==> config.mk <==
export PLATFORM = sky130hd
export DESIGN_NAME = dds_reg_arbiter_flat
export DESIGN_NICKNAME = d
export VERILOG_FILES = /design/src/rtl/dds_reg_arbiter_if.sv /design/src/rtl/dds_reg_arbiter.sv /design/src/flat_wrapper.sv
export SDC_FILE = /design/constraint.sdc
export NUM_CORES = 1
export LEC_CHECK = 0
export ABC_AREA = 1
export BUFFER_PORTS_ARGS = -buffer_cell sky130_fd_sc_hd__clkbuf_2
export CAP_MARGIN = 20
export CORE_UTILIZATION = 45
export DETAILED_ROUTE_END_ITERATION = 10
export PLACE_DENSITY_LB_ADDON = 0.3
export SYNTH_ARGS = -nofsm -noshare
export SYNTH_HDL_FRONTEND = slang
export SYNTH_SLANG_ARGS = --single-unit
==> constraint.sdc <==
create_clock -name clk -period 1.8 [get_ports clk]
set_input_delay 0.27 -clock clk [delete_from_list [all_inputs] [get_ports clk]]
set_output_delay 0.27 -clock clk [all_outputs]
set_load 0.005 [all_outputs]
==> src/rtl/dds_reg_arbiter_if.sv <==
// -----------------------------------------------------------------------------
// dds_reg_arbiter_if
// Bundle of everything the register-access arbiter talks to: the two
// requester ports (instruction controller on port 0, host/debug loader on
// port 1) and the single wr_cmd serial register engine behind it.
//
//   Requester side : req0/1, addr0/1, din0/1   -> arbiter
//                    done0/1, err0/1, rdata, busy, gnt_id <- arbiter
//   wr_cmd side    : wr_start, wr_addr, wr_din  <- arbiter
//                    wr_done, wr_dout           -> arbiter
//
// slave  : the arbiter's view (serves requests, owns the wr_cmd outputs)
// master : the environment's view (requesters plus wr_cmd engine)
// -----------------------------------------------------------------------------
interface dds_reg_arbiter_if;
    // requester ports
    logic        req0;
    logic        req1;
    logic [7:0]  addr0;
    logic [7:0]  addr1;
    logic [31:0] din0;
    logic [31:0] din1;
    logic        done0;
    logic        done1;
    logic        err0;
    logic        err1;
    logic [31:0] rdata;
    logic        busy;
    logic        gnt_id;
    // wr_cmd engine
    logic        wr_start;
    logic [7:0]  wr_addr;
    logic [31:0] wr_din;
    logic        wr_done;
    logic [31:0] wr_dout;

    modport slave (
        input  req0, req1, addr0, addr1, din0, din1, wr_done, wr_dout,
        output done0, done1, err0, err1, rdata, busy, gnt_id,
               wr_start, wr_addr, wr_din
    );

    modport master (
        output req0, req1, addr0, addr1, din0, din1, wr_done, wr_dout,
        input  done0, done1, err0, err1, rdata, busy, gnt_id,
               wr_start, wr_addr, wr_din
    );
endinterface

==> src/rtl/dds_reg_arbiter.sv <==
// -----------------------------------------------------------------------------
// dds_reg_arbiter
// Shares one DDS serial register-access engine (wr_cmd) between two
// requesters with round-robin arbitration, one transaction at a time.
// Address/data are captured at grant and held stable toward wr_cmd for the
// whole transaction; a WAIT-phase timeout aborts a transaction whose
// wr_done never arrives. The result and a one-cycle done pulse go back to
// the winning port only. All outputs are registered.
//
// Ports
//   clk  in  system clock, posedge
//   rst  in  asynchronous reset, active low
//   bus  dds_reg_arbiter_if.slave (requester ports + wr_cmd handshake)
//
// Parameters
//   TIMEOUT  WAIT cycles allowed before abort (>= 2)
//   CNT_W    counter width, must hold TIMEOUT-1
// -----------------------------------------------------------------------------
module dds_reg_arbiter #(
    parameter int TIMEOUT = 4096,
    parameter int CNT_W   = 13
) (
    input  logic             clk,
    input  logic             rst,
    dds_reg_arbiter_if.slave bus
);
    typedef enum logic [1:0] {
        S_IDLE  = 2'd0,
        S_ISSUE = 2'd1,
        S_WAIT  = 2'd2,
        S_DONE  = 2'd3
    } state_t;

    localparam logic [CNT_W-1:0] CNT_LAST = CNT_W'(TIMEOUT - 1);
    localparam logic [CNT_W-1:0] CNT_ONE  = CNT_W'(1);

    state_t             r_state;
    state_t             w_state_nxt;

    logic [1:0]         w_req;
    logic [1:0][7:0]    w_addr;
    logic [1:0][31:0]   w_din;
    logic               w_grant_vld;
    logic               w_grant_id;
    logic               w_timeout;
    logic [1:0]         w_gnt_onehot;

    logic               r_last;         // last-served port
    logic [CNT_W-1:0]   r_cnt;
    logic               r_wr_start;
    logic [7:0]         r_wr_addr;
    logic [31:0]        r_wr_din;
    logic [1:0]         r_done;
    logic [1:0]         r_err;
    logic [31:0]        r_rdata;
    logic               r_busy;
    logic               r_gnt_id;

    assign w_req        = {bus.req1, bus.req0};
    assign w_addr       = {bus.addr1, bus.addr0};
    assign w_din        = {bus.din1, bus.din0};
    assign w_timeout    = (r_cnt == CNT_LAST);
    assign w_gnt_onehot = {r_gnt_id, ~r_gnt_id};

    // Round robin: on a tie the port that was not served last wins.
    always_comb begin
        w_grant_vld = |w_req;
        w_grant_id  = 1'b0;
        case (w_req)
            2'b01:   w_grant_id = 1'b0;
            2'b10:   w_grant_id = 1'b1;
            2'b11:   w_grant_id = ~r_last;
            default: w_grant_id = 1'b0;
        endcase
    end

    always_comb begin
        w_state_nxt = r_state;
        case (r_state)
            S_IDLE:  if (w_grant_vld) w_state_nxt = S_ISSUE;
            S_ISSUE: w_state_nxt = S_WAIT;
            // wr_done has priority over the timeout, both exit WAIT
            S_WAIT:  if (bus.wr_done || w_timeout) w_state_nxt = S_DONE;
            S_DONE:  w_state_nxt = S_IDLE;
            default: w_state_nxt = S_IDLE;
        endcase
    end

    always_ff @(posedge clk or negedge rst) begin
        if (!rst) r_state <= S_IDLE;
        else      r_state <= w_state_nxt;
    end

    always_ff @(posedge clk or negedge rst) begin
        if (!rst) begin
            r_last     <= 1'b1;     // port 0 wins the first tie
            r_cnt      <= '0;
            r_wr_start <= 1'b0;
            r_wr_addr  <= '0;
            r_wr_din   <= '0;
            r_done     <= '0;
            r_err      <= '0;
            r_rdata    <= '0;
            r_busy     <= 1'b0;
            r_gnt_id   <= 1'b0;
        end else begin
            // pulse outputs default low
            r_wr_start <= 1'b0;
            r_done     <= '0;
            case (r_state)
                S_IDLE: begin
                    if (w_grant_vld) begin
                        r_wr_addr  <= w_addr[w_grant_id];
                        r_wr_din   <= w_din[w_grant_id];
                        r_gnt_id   <= w_grant_id;
                        r_busy     <= 1'b1;
                        r_wr_start <= 1'b1;     // high during ISSUE
                    end
                end
                S_ISSUE: r_cnt <= '0;
                S_WAIT: begin
                    if (bus.wr_done) begin
                        r_rdata <= bus.wr_dout;
                        r_err   <= '0;
                        r_done  <= w_gnt_onehot;
                    end else if (w_timeout) begin
                        r_rdata <= '0;
                        r_err   <= w_gnt_onehot;
                        r_done  <= w_gnt_onehot;
                    end else begin
                        r_cnt <= r_cnt + CNT_ONE;
                    end
                end
                S_DONE: begin
                    r_last <= r_gnt_id;
                    r_err  <= '0;
                    r_busy <= 1'b0;
                end
                default: ;
            endcase
        end
    end

    assign bus.wr_start = r_wr_start;
    assign bus.wr_addr  = r_wr_addr;
    assign bus.wr_din   = r_wr_din;
    assign bus.done0    = r_done[0];
    assign bus.done1    = r_done[1];
    assign bus.err0     = r_err[0];
    assign bus.err1     = r_err[1];
    assign bus.rdata    = r_rdata;
    assign bus.busy     = r_busy;
    assign bus.gnt_id   = r_gnt_id;
endmodule

==> src/flat_wrapper.sv <==
// flat-port wrapper written by rule: the top's interface ports become plain ports
module dds_reg_arbiter_flat 
#(
    parameter int TIMEOUT = 4096,
    parameter int CNT_W   = 13
)
  (clk, rst, bus_req0, bus_req1, bus_addr0, bus_addr1, bus_din0, bus_din1, bus_wr_done, bus_wr_dout, bus_done0, bus_done1, bus_err0, bus_err1, bus_rdata, bus_busy, bus_gnt_id, bus_wr_start, bus_wr_addr, bus_wr_din);
  dds_reg_arbiter_if bus_i ();
  input  logic clk;
  input  logic rst;
  input wire logic [$bits(bus_i.req0)-1:0] bus_req0;
  input wire logic [$bits(bus_i.req1)-1:0] bus_req1;
  input wire logic [$bits(bus_i.addr0)-1:0] bus_addr0;
  input wire logic [$bits(bus_i.addr1)-1:0] bus_addr1;
  input wire logic [$bits(bus_i.din0)-1:0] bus_din0;
  input wire logic [$bits(bus_i.din1)-1:0] bus_din1;
  input wire logic [$bits(bus_i.wr_done)-1:0] bus_wr_done;
  input wire logic [$bits(bus_i.wr_dout)-1:0] bus_wr_dout;
  output wire logic [$bits(bus_i.done0)-1:0] bus_done0;
  output wire logic [$bits(bus_i.done1)-1:0] bus_done1;
  output wire logic [$bits(bus_i.err0)-1:0] bus_err0;
  output wire logic [$bits(bus_i.err1)-1:0] bus_err1;
  output wire logic [$bits(bus_i.rdata)-1:0] bus_rdata;
  output wire logic [$bits(bus_i.busy)-1:0] bus_busy;
  output wire logic [$bits(bus_i.gnt_id)-1:0] bus_gnt_id;
  output wire logic [$bits(bus_i.wr_start)-1:0] bus_wr_start;
  output wire logic [$bits(bus_i.wr_addr)-1:0] bus_wr_addr;
  output wire logic [$bits(bus_i.wr_din)-1:0] bus_wr_din;
  assign bus_i.req0 = bus_req0;
  assign bus_i.req1 = bus_req1;
  assign bus_i.addr0 = bus_addr0;
  assign bus_i.addr1 = bus_addr1;
  assign bus_i.din0 = bus_din0;
  assign bus_i.din1 = bus_din1;
  assign bus_i.wr_done = bus_wr_done;
  assign bus_i.wr_dout = bus_wr_dout;
  assign bus_done0 = bus_i.done0;
  assign bus_done1 = bus_i.done1;
  assign bus_err0 = bus_i.err0;
  assign bus_err1 = bus_i.err1;
  assign bus_rdata = bus_i.rdata;
  assign bus_busy = bus_i.busy;
  assign bus_gnt_id = bus_i.gnt_id;
  assign bus_wr_start = bus_i.wr_start;
  assign bus_wr_addr = bus_i.wr_addr;
  assign bus_wr_din = bus_i.wr_din;
  dds_reg_arbiter #(.TIMEOUT(TIMEOUT), .CNT_W(CNT_W)) u_core (.clk(clk), .rst(rst), .bus(bus_i));
endmodule
[Word level (Yosys, flattened, before mapping)]
Cells that the tools add are included.
Cells by class
  add/sub/neg operators: 1
  $mul: 0
  div/mod/pow operators: 0
  order comparisons: 1
  equal/unequal tests: 11
  shift-type cells: 0
  multiplexer cells: 23
  bitwise gates (word level): 2
  reductions and logical operators: 13
Operators with widths (number)
  two-way mux 32 bit: 4
  two-way mux 13 bit: 2
  case mux 13 bit (2 select lines): 1
  two-way mux 8 bit: 2
  two-way mux 2 bit: 7
  adder 13 x 1 -> 13 bit, second input constant: 1
  equality test 13 x 12 -> 1 bit, second input constant: 1
  AND reduction 2 bit: 5
  equality test 2 bit, second input constant: 4
  case mux 2 bit (4 select lines): 1
  nonzero test 2 bit: 4
  != test 2 x 1 -> 1 bit, second input constant: 2
  != test 2 bit, second input constant: 2
  case mux 1 bit (2 select lines): 2
  case mux 2 bit (2 select lines): 1
  two-way mux 1 bit: 3
  != test 3 x 2 -> 1 bit, second input constant: 1
  AND reduction 3 bit: 1
  equality test 2 x 1 -> 1 bit, second input constant: 1
  logical NOT 2 bit: 1
  less-than comparator 1 x 2 -> 1 bit, second input constant: 1
  inverter 1 bit: 2
  OR reduction 2 bit: 1
  logical OR 1 bit: 1
Storage, ports and cells
  bits in registers: 95
  bits in latches: 0
  memory bits (writable): 0
  ROM bits: 0
  input bits: 117
  word-level logic and storage cells: 62
  memories: 0

[Longest topological paths before layout]
Gate-level depths: netlist (run 1).
  word-level depth: 4
  gate-level depth with buffers: 11
  gate-level depth less buffers: 10

[Least setup slack after synthesis (run 1)]
No wires, ideal clock.
  kind: register to register
  from: register u_core.r_cnt[0]
  to: register u_core.r_rdata[0], in the netlist u_core.bus.rdata[0]
  library setup time: 117 ps
  arrival time: 1342 ps
  data required time: 1683 ps
  slack: 341 ps
  cell stages (with the launch flop): 11
  buffers on the path: 2
  cell sequence: dfrtp_1 > ha_1 > nand3_2 > nor2_4 > nand2_1 > nand2_1 > nand2_2 > buf_6 > buf_6 > nand2_1 > nand2_1
On the way
  word-level cells in the longest chain between the ends: 3
Ends and longest elaborated chain
  from (decl): RTL line dds_reg_arbiter.sv:49  | logic [CNT_W-1:0] r_cnt;
  from (signal assigned): RTL line dds_reg_arbiter.sv:131  | r_cnt <= r_cnt + CNT_ONE;
  equality test 13 x 12 -> 1 bit: RTL line dds_reg_arbiter.sv:62  | assign w_timeout = (r_cnt == CNT_LAST);
  nonzero test 2 bit (no line)
  AND reduction 2 bit (no line)
  to (signal assigned): RTL line dds_reg_arbiter.sv:123  | r_rdata <= bus.wr_dout;
  to (decl): RTL line dds_reg_arbiter.sv:55  | logic [31:0] r_rdata;
No other way between the ends.
A chain may end at the register's enable or synchronous reset.

[Final worst setup path (run 1)]
  from: register u_core.r_cnt[0]
  to: register u_core.r_rdata[13], in the netlist u_core.bus.rdata[13]
The elaborated chain is that of the path after synthesis.

==> metrics.cfg, run 1 <==
[logic_synthesis]
synthCells = 525
yosys.area.top_type = dfrtp_1
synth.net_count = 648
ys_ff_latch = 95
yosysTopAreaCellShare_pct = 54.7
ys_async_sr_fraction_pct = 100
synth_warnings = 0
synth-edff-count = 0
synth_ff_type = dfrtp_1
yosysUniqueCellTypes = 26
avgSynthCellArea_um2 = 8.20
synth_area_um2 = 4300
netlist_top_cells_area = dfrtp_1 55%, nand2_1 14%, o21ai_0 9.5%
ys_seq_area_share_pct = 55.3

[power]
leakagePower_uw = 0.00313
ir_drop_mv = 0.734
power-per-cell-area_nw_per_um2 = 1460
p_total_uw = 8360

[routing]
drt-initial-drc-count = 174
drt-total-wl_mm = 11.3
wl_per_cell_um = 13.3
firstDrtPassIters = 4
drt-vias-per-instance = 4.90
postRouteAntennaNets = 0
drcViolationCount = 0
vias = 4174

[layout]
multi_input_area_um2 = 1720
fin_area_um2 = 5710
layout_common_cells = 194 x clkbuf_2, 166 x nand2_1, 94 x dfrtp_1
diodes = 0
nNetsFinal = 840
fin_cells = 851
drive_above_1_share_pct = 33.1
regArea_um2 = 2380
areaGrowthSynthToFinish_pct = 32.6
layout_commonest_cell = clkbuf_2
nFillCells = 831

[setup_path]
required_ns = 2.05
critPathCaptureType = flop
start_kind = flop
critPathKind = flop to flop
worstPathMaxFanout = 17
cp.arrival_ns = 1.90

[sta]
finClkSkew_ns = 0.0147
period_share_pct = 91.7
layout_setup_ws_ns = 0.149
max_slew.worst_pin.slew_ns = 0.457
setup_tns_ns = 0
relSlewSlack_pct = 69.5
period_minus_slack_ns = 1.65
setup_viol = 0
maxClockFrequency_mhz = 606
slew_viol_final = 0
hold_viol = 0

[placement]
placed_area_um2 = 5440
gp_congestion = 0.833
dp_cells = 831
io_buffers = 195
dp_hpwl_mm = 8.13
dp_slack_ns = 0.139

[die]
ioPinCount = 196
die_area_um2 = 9960
dieWidth_um = 99.8
fp-row-count = 35
die_height_um = 99.8
coreArea_um2 = 9240
start_util_pct = 46.6

[outcome]
status = finished, final reports clean

[grt]
grt_pass1_vias = 3911
grt_max_degree = 44
grt_first_pass_wirelength_mm = 18.1
grt_usage_pct = 23.1
antenna_found_initial = 0
overflow = 0

[cts]
clk_path_buf_depth = 2
clock_latency_ns = 0.36
clock-root-buffer = clkbuf_8
cts_tree = done
htreeDepth = 3
cts-buffers-inserted = 9
clock-sinks = 95
path_clk_slew_ns = 0.09

[worst_hold_path]
hold_path.class = primary input to flop

[flow_run]
cap_violations = 0

power breakdown:
group	switching (uW)	internal (uW)	total, uW
Sequential	536	3050	3580
Combinational	1900	1430	3330
Clock	758	685	1440
Total	3200	5160	8360
metrics by stage:
stage               hold WS, ns  utilization, %
floorplan               -0.0256               -
global placement          0.248            58.8
detailed placement        0.252            58.8
CTS                       0.120            61.2
global route              0.124            61.7
finish                    0.139            61.7
cell type report:
class	count	share of cell area (%)
flip-flops and latches	95	41.7
multi-input cells	379	30.1
repair buffers	210	20.4
well taps	129	2.83
clock buffers	10	2.41
inverters	22	1.45
clock inverters	6	1.18
state kept, by name, summed over array words and instances (netlist names):
signal and flops:
u_core.bus.busy 1, u_core.bus.wr_addr 8, u_core.r_done 2, u_core.bus.gnt_id 1
u_core.r_last 1, u_core.bus.wr_din 32, u_core.r_cnt 13, u_core.r_state 2
u_core.r_err 2, u_core.bus.rdata 32, u_core.bus.wr_start 1
critical path, cell delays in order (launching register included):
cell and delay [ns]:
dfrtp_1 0.42, ha_2 0.23, nand3_2 0.12, nor2_4 0.16
nand2_1 0.08, nand2_1 0.11, nand2_4 0.11, clkbuf_16 0.20
nand2_1 0.07, nand2_1 0.04
Yosys cell counts (2+ instances only):
cell type  number
nand2_1       166
nand3_1        47
nand2_2         2
nor3_1          4
dfrtp_1        94
nor2_1         51
o21ai_0        82
buf_2           3
a21oi_1         3
o21ai_1         5
or2_2           5
clkbuf_1       22
ha_1            6
buf_6           3
inv_1          21
repair_timing:
item                                   in CTS  in global routing
setup buffers                               0                  2
gates resized for setup                     0                  4
hold buffers                                1                  0
setup endpoints to repair                   0                 26
endpoints found under the hold margin      30                  0
per-layer routing:
layer	vias to the layer above	share of wire [%]	GRT usage (%)	wire [um]
met4	0	1.6	8.26	184
met2	141	51	39.7	5740
met3	15	4.6	4.39	519
met1	1947	43	29.3	4870
li1	2071	-	-	-
met5	-	0	0	0
logic make-up (layout without fill, tap and decap cells):
logic type | count (synthesis) | count (layout) | synth area share, %
and+or+nand+nor | 279 | 279 | 26.7
DFF | 95 | 95 | 55.3
AOI/OAI and AO/OA | 93 | 93 | 11.0
buffers and inverters | 51 | 248 | 5.15
adders and majority gates | 6 | 6 | 1.74
xor gates and xnor gates | 1 | 1 | 0.204
worst paths after layout:
kind,start,end,slack [ns],cells past startpoint
max,u_core.r_cnt[0],u_core.bus.rdata[13],0.15,9
min,bus_wr_dout[20],u_core.bus.rdata[20],0.14,3
max reg2reg,u_core.r_cnt[0],u_core.bus.rdata[13],0.15,9
min reg2reg,u_core.bus.rdata[8],u_core.bus.rdata[8],0.48,2
max in group asynchronous,rst,u_core.bus.rdata[1],0.83,3
min in group asynchronous,rst,u_core.bus.wr_addr[1],0.40,2
No activity file was read; power rests on OpenSTA's default activity.
==> run 2: changes to the inputs <==
CAP_MARGIN = not set   (was 20)
SETUP_SLACK_MARGIN = 0.15   (was not set)
==> metrics.cfg, run 2 (synthesis results as in run 1) <==
[outcome]
status = finished, final reports clean

[sta]
period_minus_slack_ns = 1.62
slew_viol_final = 0
rsz0062_at_grt = false
setup_tns_ns = 0
period_share_pct = 90.0
finClkSkew_ns = 0.0146
relSlewSlack_pct = 69.8
hold_viol = 0
maxClockFrequency_mhz = 617
max_slew.worst_pin.slew_ns = 0.453
setup_viol = 0

[die]
coreArea_um2 = 9240
ioPinCount = 196
fp-row-count = 35
start_util_pct = 46.6
dieWidth_um = 99.8
die_height_um = 99.8
die_area_um2 = 9960

[routing]
drt-total-wl_mm = 11.7
drt-vias-per-instance = 4.98
wl_per_cell_um = 13.7
drcViolationCount = 0
vias = 4259
firstDrtPassIters = 5
postRouteAntennaNets = 0
drt-initial-drc-count = 218

[cts]
clock_latency_ns = 0.36
clk_path_buf_depth = 2
clock-root-buffer = clkbuf_8
htreeDepth = 3
path_clk_slew_ns = 0.10
cts_tree = done
cts-buffers-inserted = 9
clock-sinks = 95

[layout]
nNetsFinal = 844
layout_commonest_cell = clkbuf_2
drive_above_1_share_pct = 34.3
diodes = 0
areaGrowthSynthToFinish_pct = 34.8
layout_common_cells = 194 x clkbuf_2, 163 x nand2_1, 94 x dfrtp_1
fin_area_um2 = 5800

[setup_path]
reg2regPathDepth = 8
critPathCaptureType = flop
cp.arrival_ns = 1.89
cp_num_cells = 8
startpoint = u_core.r_state[0]
crit_path_cell_trace = inv_2 -> ha_1 -> inv_1 -> a21oi_4 -> buf_4 -> clkbuf_16 -> o21ai_0 -> o21ai_0
cp_slowest_cell = dfrtp_1
cp-endpoint = u_core.bus.wr_addr[7]
critPathKind = flop to flop
path_buf_inv = 4
worstPathMaxFanout = 21
start_kind = flop
r2r-start = u_core.r_state[0]
crit_path_frequent_cell = o21ai_0
r2r_slack_ns = 0.18
critPathMaxStageDelay_ns = 0.43
required_ns = 2.07
path_delay_family = buffers and inverters
r2r-end = u_core.bus.wr_addr[7]

[worst_hold_path]
hold_path.class = primary input to flop

[grt]
antenna_found_initial = 0
grt_first_pass_wirelength_mm = 18.2
grt_usage_pct = 23.2
grt_pass1_vias = 3923
grt_max_degree = 44
overflow = 0

[power]
seqPwrFrac_pct = 41.7
combPwrFrac_pct = 41.4
p_sw_share_pct = 38.2
leakagePower_uw = 0.00316
intPower_uw = 5300
power-per-cell-area_nw_per_um2 = 1480
ir_drop_mv = 0.777
clockPowerShare_pct = 16.8
p_switching_uw = 3280

[flow_run]
cap_violations = 0

[placement]
dp_hpwl_mm = 8.13
placed_area_um2 = 5440
io_buffers = 195
gp_congestion = 0.833

-- run 2: cell types whose count changed in the layout (fill, tap and decap cells not counted), sizes merged --
cell	delta
buf	+3
clkbuf	+1
-- run 2: how the worst min path moves through the flow --
stage	slack (ns)	start	cells past startpoint	to
floorplan	-0.03	rst	0	u_core.bus.busy
global placement	0.25	rst	1	u_core.bus.wr_din[8]
detailed placement	0.25	rst	1	u_core.bus.wr_din[8]
CTS	0.12	bus_wr_dout[20]	3	u_core.bus.rdata[20]
global route	0.12	bus_wr_dout[28]	3	u_core.bus.rdata[28]
finish	0.14	bus_wr_dout[5]	3	u_core.bus.rdata[5]
-- run 2: area by class of cell --
class | count | area (um2)
clock inverters | 6 | 67.6
flip-flops and latches | 95 | 2380
multi-input cells | 379 | 1740
well taps | 129 | 161
clock buffers | 10 | 138
inverters | 22 | 82.6
fillers | 820 | 3440
repair buffers | 214 | 1230
-- run 2: repair_timing --
action,in CTS,in global routing
gates resized for setup,4,14
endpoints found under the hold margin,30,0
hold buffers,1,0
endpoints found under the setup margin,14,91
gates cloned,0,2
setup buffers,1,4
pin swaps,0,2
-- run 2: power by group through the flow --
| stage | Sequential [uW] | Clock [uW] | Combinational (uW) |
|---|---|---|---|
| after floorplan | 3620 | 0 | 1690 |
| after global placement | 3590 | 0 | 3150 |
| after detailed placement | 3600 | 0 | 3290 |
| after CTS | 3580 | 1470 | 3330 |
| after global routing | 3680 | 1580 | 4000 |
| final | 3580 | 1440 | 3550 |
-- run 2: worst register-to-register path, cell delays in order, from the launching register on --
cell and delay [ns]:
dfrtp_1 0.43, inv_2 0.09, ha_1 0.17, inv_1 0.08
a21oi_4 0.18, buf_4 0.15, clkbuf_16 0.17, o21ai_0 0.09
o21ai_0 0.20
-- run 2: layer usage --
metal / wire length (um) / GRT usage [%]
met1: 4860 / 29.6
met2: 6020 / 39.7
met3: 595 / 4.39
met4: 199 / 8.26
met5: 0 / 0
-- run 2: per-stage QoR --
step | instances | total power, uW | util [%] | setup slack, ns | hold WS, ns
6_report | 855 | 8580 | 62.8 | 0.180 | 0.139
5_1_grt | 855 | 9260 | 62.8 | 0.0710 | 0.122
4_1_cts | 849 | 8380 | 61.4 | 0.156 | 0.120
3_5_place_dp | 831 | 6890 | 58.8 | 0.139 | 0.252
3_3_place_gp | 831 | 6740 | 58.8 | 0.206 | 0.248
2_1_floorplan | 525 | 5300 | - | 0.341 | -0.0256
